`config.mk`:
```
export PLATFORM = sky130hd
export DESIGN_NAME = csr_file
export DESIGN_NICKNAME = d
export VERILOG_FILES = /design/src/rtl/csr_file.sv
export SDC_FILE = /design/constraint.sdc
export NUM_CORES = 1
export LEC_CHECK = 0
export BUFFER_PORTS_ARGS = -buffer_cell sky130_fd_sc_hd__buf_2
export CAP_MARGIN = 20
export CORE_ASPECT_RATIO = 1.25
export CORE_UTILIZATION = 30
export CTS_CLUSTER_SIZE = 8
export DETAILED_ROUTE_END_ITERATION = 12
export PLACE_DENSITY = 0.57
export SETUP_SLACK_MARGIN = 0.1
export SLEW_MARGIN = 20
export SYNTH_ARGS = -nofsm -noshare
export SYNTH_HDL_FRONTEND = slang
export SYNTH_SLANG_ARGS = --single-unit
```
`constraint.sdc`:
```
create_clock -name clk -period 8 [get_ports clk]
set_input_delay 1.6 -clock clk [delete_from_list [all_inputs] [get_ports clk]]
set_output_delay 1.6 -clock clk [all_outputs]
set_load 0.01 [all_outputs]
```
`src/rtl/csr_file.sv`:
```
// Machine-mode CSR file for a single-hart RISC-V core: CSR read/modify/write,
// 64-bit cycle/instret counters, and interrupt trap entry/exit bookkeeping.
module csr_file (
  input  logic        clk,
  input  logic        reset,
  input  logic        csr_req_valid,
  input  logic [11:0] csr_addr,
  input  logic [2:0]  csr_op,
  input  logic        csr_write,
  input  logic [31:0] csr_wdata,
  output logic [31:0] csr_rdata,
  output logic        csr_illegal,
  input  logic        mret,
  input  logic        instr_retired,
  input  logic        irq_ext,
  input  logic        irq_timer,
  output logic        trap_valid,
  output logic [31:0] trap_vector,
  input  logic        trap_ack,
  input  logic [31:0] trap_epc,
  output logic [31:0] epc_out
);

  localparam logic [11:0] A_MSTATUS   = 12'h300;
  localparam logic [11:0] A_MIE       = 12'h304;
  localparam logic [11:0] A_MTVEC     = 12'h305;
  localparam logic [11:0] A_MSCRATCH  = 12'h340;
  localparam logic [11:0] A_MEPC      = 12'h341;
  localparam logic [11:0] A_MCAUSE    = 12'h342;
  localparam logic [11:0] A_MIP       = 12'h344;
  localparam logic [11:0] A_MCYCLE    = 12'hB00;
  localparam logic [11:0] A_MCYCLEH   = 12'hB80;
  localparam logic [11:0] A_MINSTRET  = 12'hB02;
  localparam logic [11:0] A_MINSTRETH = 12'hB82;
  localparam logic [11:0] A_CYCLE     = 12'hC00;
  localparam logic [11:0] A_CYCLEH    = 12'hC80;
  localparam logic [11:0] A_INSTRET   = 12'hC02;
  localparam logic [11:0] A_INSTRETH  = 12'hC82;
  localparam logic [11:0] A_MHARTID   = 12'hF14;

  localparam logic [31:0] CAUSE_EXT   = 32'h8000_000B;
  localparam logic [31:0] CAUSE_TIMER = 32'h8000_0007;

  logic        r_mie;
  logic        r_mpie;
  logic        r_mtie;
  logic        r_meie;
  logic [31:0] r_mtvec;
  logic [31:0] r_mscratch;
  logic [31:0] r_mepc;
  logic [31:0] r_mcause;

  logic [1:0][63:0] w_cnt;
  logic [31:0]      w_mstatus;
  logic [31:0]      w_mie_val;
  logic [31:0]      w_mip;
  logic [31:0]      w_rvalue;
  logic [31:0]      w_new;
  logic             w_mapped;
  logic             w_ro;
  logic             w_op_ok;
  logic             w_commit;
  logic             w_trap_take;
  logic             w_mret_take;

  assign w_mstatus = {19'b0, 2'b11, 3'b0, r_mpie, 3'b0, r_mie, 3'b0};
  assign w_mie_val = {20'b0, r_meie, 3'b0, r_mtie, 7'b0};
  assign w_mip     = {20'b0, irq_ext, 3'b0, irq_timer, 7'b0};

  // Address decode and pre-write read value.
  always_comb begin
    w_rvalue = 32'b0;
    w_mapped = 1'b1;
    w_ro     = (csr_addr[11:10] == 2'b11);
    case (csr_addr)
      A_MSTATUS:              w_rvalue = w_mstatus;
      A_MIE:                  w_rvalue = w_mie_val;
      A_MTVEC:                w_rvalue = r_mtvec;
      A_MSCRATCH:             w_rvalue = r_mscratch;
      A_MEPC:                 w_rvalue = r_mepc;
      A_MCAUSE:               w_rvalue = r_mcause;
      A_MIP: begin
        w_rvalue = w_mip;
        w_ro     = 1'b1;
      end
      A_MCYCLE,   A_CYCLE:    w_rvalue = w_cnt[0][31:0];
      A_MCYCLEH,  A_CYCLEH:   w_rvalue = w_cnt[0][63:32];
      A_MINSTRET, A_INSTRET:  w_rvalue = w_cnt[1][31:0];
      A_MINSTRETH, A_INSTRETH: w_rvalue = w_cnt[1][63:32];
      A_MHARTID:              w_rvalue = 32'b0;
      default:                w_mapped = 1'b0;
    endcase
  end

  assign csr_illegal = csr_req_valid & (~w_mapped | (csr_write & w_ro));
  assign csr_rdata   = csr_illegal ? 32'b0 : w_rvalue;

  always_comb begin
    w_new   = csr_wdata;
    w_op_ok = 1'b1;
    case (csr_op)
      3'b001, 3'b101: w_new = csr_wdata;
      3'b010, 3'b110: w_new = w_rvalue | csr_wdata;
      3'b011, 3'b111: w_new = w_rvalue & ~csr_wdata;
      default: begin
        w_new   = w_rvalue;
        w_op_ok = 1'b0;
      end
    endcase
  end

  // Any trap_ack blocks a CSR write; only a genuine pending trap changes state.
  assign w_commit    = csr_req_valid & csr_write & ~csr_illegal & ~trap_ack & w_op_ok;
  assign trap_valid  = r_mie & ((r_meie & irq_ext) | (r_mtie & irq_timer));
  assign w_trap_take = trap_ack & trap_valid;
  assign w_mret_take = mret & ~w_trap_take;

  assign trap_vector = {r_mtvec[31:2], 2'b00};
  assign epc_out     = r_mepc;

  always_ff @(posedge clk) begin
    if (reset) begin
      r_mie  <= 1'b0;
      r_mpie <= 1'b0;
    end else if (w_trap_take) begin
      r_mpie <= r_mie;
      r_mie  <= 1'b0;
    end else begin
      if (w_mret_take) begin
        r_mie  <= r_mpie;
        r_mpie <= 1'b1;
      end
      if (w_commit && csr_addr == A_MSTATUS) begin
        r_mie  <= w_new[3];
        r_mpie <= w_new[7];
      end
    end
  end

  always_ff @(posedge clk) begin
    if (reset) begin
      r_mepc   <= 32'b0;
      r_mcause <= 32'b0;
    end else if (w_trap_take) begin
      r_mepc   <= trap_epc & 32'hFFFF_FFFC;
      r_mcause <= (r_meie & irq_ext) ? CAUSE_EXT : CAUSE_TIMER;
    end else if (w_commit) begin
      if (csr_addr == A_MEPC)
        r_mepc <= w_new & 32'hFFFF_FFFC;
      if (csr_addr == A_MCAUSE)
        r_mcause <= w_new;
    end
  end

  always_ff @(posedge clk) begin
    if (reset) begin
      r_mtie     <= 1'b0;
      r_meie     <= 1'b0;
      r_mtvec    <= 32'b0;
      r_mscratch <= 32'b0;
    end else if (w_commit) begin
      if (csr_addr == A_MIE) begin
        r_mtie <= w_new[7];
        r_meie <= w_new[11];
      end
      if (csr_addr == A_MTVEC)
        r_mtvec <= w_new & 32'hFFFF_FFFC;
      if (csr_addr == A_MSCRATCH)
        r_mscratch <= w_new;
    end
  end

  // Counter 0 is mcycle (always counts), counter 1 is minstret (counts retirements).
  for (genvar gi = 0; gi < 2; gi++) begin : g_cnt
    localparam logic [11:0] LO_ADDR = (gi == 0) ? A_MCYCLE  : A_MINSTRET;
    localparam logic [11:0] HI_ADDR = (gi == 0) ? A_MCYCLEH : A_MINSTRETH;

    logic [63:0] r_cnt;
    logic        w_wr_lo;
    logic        w_wr_hi;
    logic        w_inc;

    assign w_wr_lo = w_commit & (csr_addr == LO_ADDR);
    assign w_wr_hi = w_commit & (csr_addr == HI_ADDR);
    assign w_inc   = (gi == 0) ? 1'b1 : instr_retired;

    always_ff @(posedge clk) begin
      if (reset)
        r_cnt <= 64'b0;
      else if (w_wr_lo)
        r_cnt[31:0] <= w_new;
      else if (w_wr_hi)
        r_cnt[63:32] <= w_new;
      else if (w_inc)
        r_cnt <= r_cnt + 64'd1;
    end

    assign w_cnt[gi] = r_cnt;
  end

endmodule

```
==> impl_metrics.yaml <==
synth:
  synth-edff-count: 0
  ys_warn_count: 0
  synth_top_area_share: 0.311
  netlist_area_um2: 16500
  async_flop_share: 0
  synthMuxAreaShare: 0.0358
  synthFlopType: "dfxtp_1"
  synth_top_area_cell: "dfxtp_1"
  synthAdderAreaFrac: 0.00213
  synth-compound-area-share: 0.295
  synth_cell_types: 100
  yosys.area_share.simple: 0.265
  ys_ff_latch: 256
  synthXorXnorAreaFrac: 0.0361
  synth_top_family_by_area: "compound AO/OA/AOI/OAI gates"
  seq_area_frac_synth: 0.311
  synth.area.top_cells: "dfxtp_1 (31%), nand2_1 (4.7%), nor2_1 (4.1%)"
  avgSynthCellArea_um2: 7.80
  netlist_instances: 2112
cts:
  cts_max_path_buffers: 3
  ctsHoldBuffers: 0
  clock_latency_ns: 0.58
  htreeDepth: 2
  path_clk_slew_ns: 0.05
  cts_made_buffers: 38
  postCtsResizedCells: 0
  cts_setup_buffers: 0
  cts_root_buf: "clkbuf_16"
  cts.sinks: 256
  tritoncts: "done"
routing:
  drtIter0Drc: 2327
  viasPerCell: 6.51
  vias: 19000
  drt_pass1_iterations: 6
  drt-total-wl_mm: 86.3
  wl_per_cell_um: 29.5
  postRouteAntennaNets: 0
  route.detailed.drc: 0
global_routing:
  grt_pass1_vias: 18000
  grtUsageTotal: 0.300
  grt_pass1_wl_mm: 124
  grt_max_degree: 77
  antenna_found_initial: 2
  grt-ovfl-total: 0
pwr:
  ir_drop_mv: 0.218
  power_density_nw_per_um2: 164
  power.leakage_nw: 6.31
layout:
  nets: 2284
  drive_gt1_frac: 0.155
  multi_input_area_um2: 10500
  area_delta_synth_final_pct: 15.4
  seqCellArea_um2: 5120
  nFillCells: 5801
  antennaDiodeCount: 0
setup_path:
  end_kind: "primary output"
  worstRegToRegCells: 5
  start_kind: "input pin"
  cp.required_ns: 6.40
  crit_fanout: 33
  crit_arrival_ns: 4.68
  crit_type: "in -> out"
place:
  gp_congestion: 1.03
  place_ws_ns: 1.35
  hpwlAfterDp_mm: 62.1
  io_buffers: 178
floorplan:
  fp.dieH_um: 264
  initial_core_util: 0.305
  die-area_um2: 55900
  io_pins: 186
  rows: 95
  core_area_um2: 54000
  die_w_um: 212
hold_path:
  min_delay_path_depth: 2
  min_path_type: "reg -> reg"
sta:
  min_period_ns: 6.28
  timing.hold.ws_ns: 0.453
  fmax_ghz: 0.159
  setup_viol: 0
  fin_setup_tns_ns: 0
  worstMarginPinSlew_ns: 1.23
  fin_worst_skew_ns: 0.0444
  slew_violations: 0
  fin_ws_ns: 1.72
  hold_violations: 0
  fin_crit_sh: 0.785
  relSlewSlack: 0.176
  rsz0062_at_grt: "no"
flow_run:
  maxCapViolations: 0
outcome:
  status: "completed"
## synth_stat cells, drive strengths merged, types with 61 or more instances
cell and number:
dfxtp 256, nand2 206, nor2 183, a21oi 127, clkbuf 121, o21ai 91, nor3 89, a211oi 80
nand3 79, buf 68, a22oi 61, nand4 61
## per-layer routing
layer | part of all wire | up-vias | global-route usage
met4 | 0.073 | 0 | 0.197
met5 | 0 | - | 0
met1 | 0.38 | 9260 | 0.359
li1 | - | 8250 | -
met3 | 0.091 | 322 | 0.0607
met2 | 0.46 | 1216 | 0.485
## where the power goes
group / switching [mW] / internal, mW / leakage, nW / total, mW
Combinational: 0.218 / 0.0747 / 3.73 / 0.293
Clock: 0.653 / 0.891 / 0.520 / 1.54
Sequential: 0.00517 / 1.28 / 2.06 / 1.28
Total: 0.876 / 2.25 / 6.31 / 3.12
## critical path, stage by stage
cell and delay [ns]:
buf_2 0.24, or4b_1 0.82, nor2_1 0.69, a22o_1 0.25, a32o_4 0.63, a31oi_1 0.22, buf_2 0.21
## cell usage in the layout (no fill, tap or decap), drive strengths merged, types with 37 or more instances in the layout
cell type / instances
dfxtp: 256
o21ai: 91
a21oi: 127
o22ai: 37
nor3: 89
nand2: 206
a211oi: 80
a31oi: 54
nand3: 79
xnor2: 56
clkbuf: 42
mux2i: 51
a22oi: 61
buf: 228
nor4: 43
nand4: 61
nor2: 183
## final cells by class
| cell class | count | share of cell area |
|---|---|---|
| sequential | 256 | 0.270 |
| multi-input combinational | 1648 | 0.555 |
| clock buffer | 42 | 0.0508 |
| inverter | 22 | 0.00441 |
| clock inverter | 4 | 0.00579 |
| tap | 727 | 0.0478 |
| timing repair buffer | 228 | 0.0669 |
## state kept, by name (all words and copies together) (netlist names)
register / cells
r_mie: 1
r_mcause: 32
r_mtvec: 30
r_meie: 1
r_mtie: 1
g_cnt.r_cnt: 128
r_mscratch: 32
epc_out: 30
r_mpie: 1
## per-stage QoR
step                      power (mW)  cells  utilization  area (um2)
after floorplan                 1.46   2115            -       16500
after global placement          1.59   2881        0.332       17900
after detailed placement        1.59   2881        0.332       17900
after CTS                       3.11   2927        0.352       19000
after global routing            3.19   2927        0.352       19000
final                           3.12   2927        0.352       19000
## cells by family (layout without fill, tap and decap cells)
family                     count (synthesis)  after routing
AOI/OAI and AO/OA                        680            680
xor gates and xnor gates                  68             68
adders and majority gates                  3              3
buffers and inverters                    211            296
DFF                                      256            256
muxes                                     58             58
other                                      1              4
and+or+nand+nor                          835            835
## path summary, 6_finish.rpt
| check | from | to | slack, ns |
|---|---|---|---|
| max | csr_addr[7] | csr_rdata[10] | 1.72 |
| min | r_mcause[7] | r_mcause[7] | 0.45 |
| max reg2reg | g_cnt[1].r_cnt[23] | g_cnt[1].r_cnt[36] | 4.71 |
| min reg2reg | r_mcause[7] | r_mcause[7] | 0.45 |
Note: power is estimated with default switching activity, not from simulation.
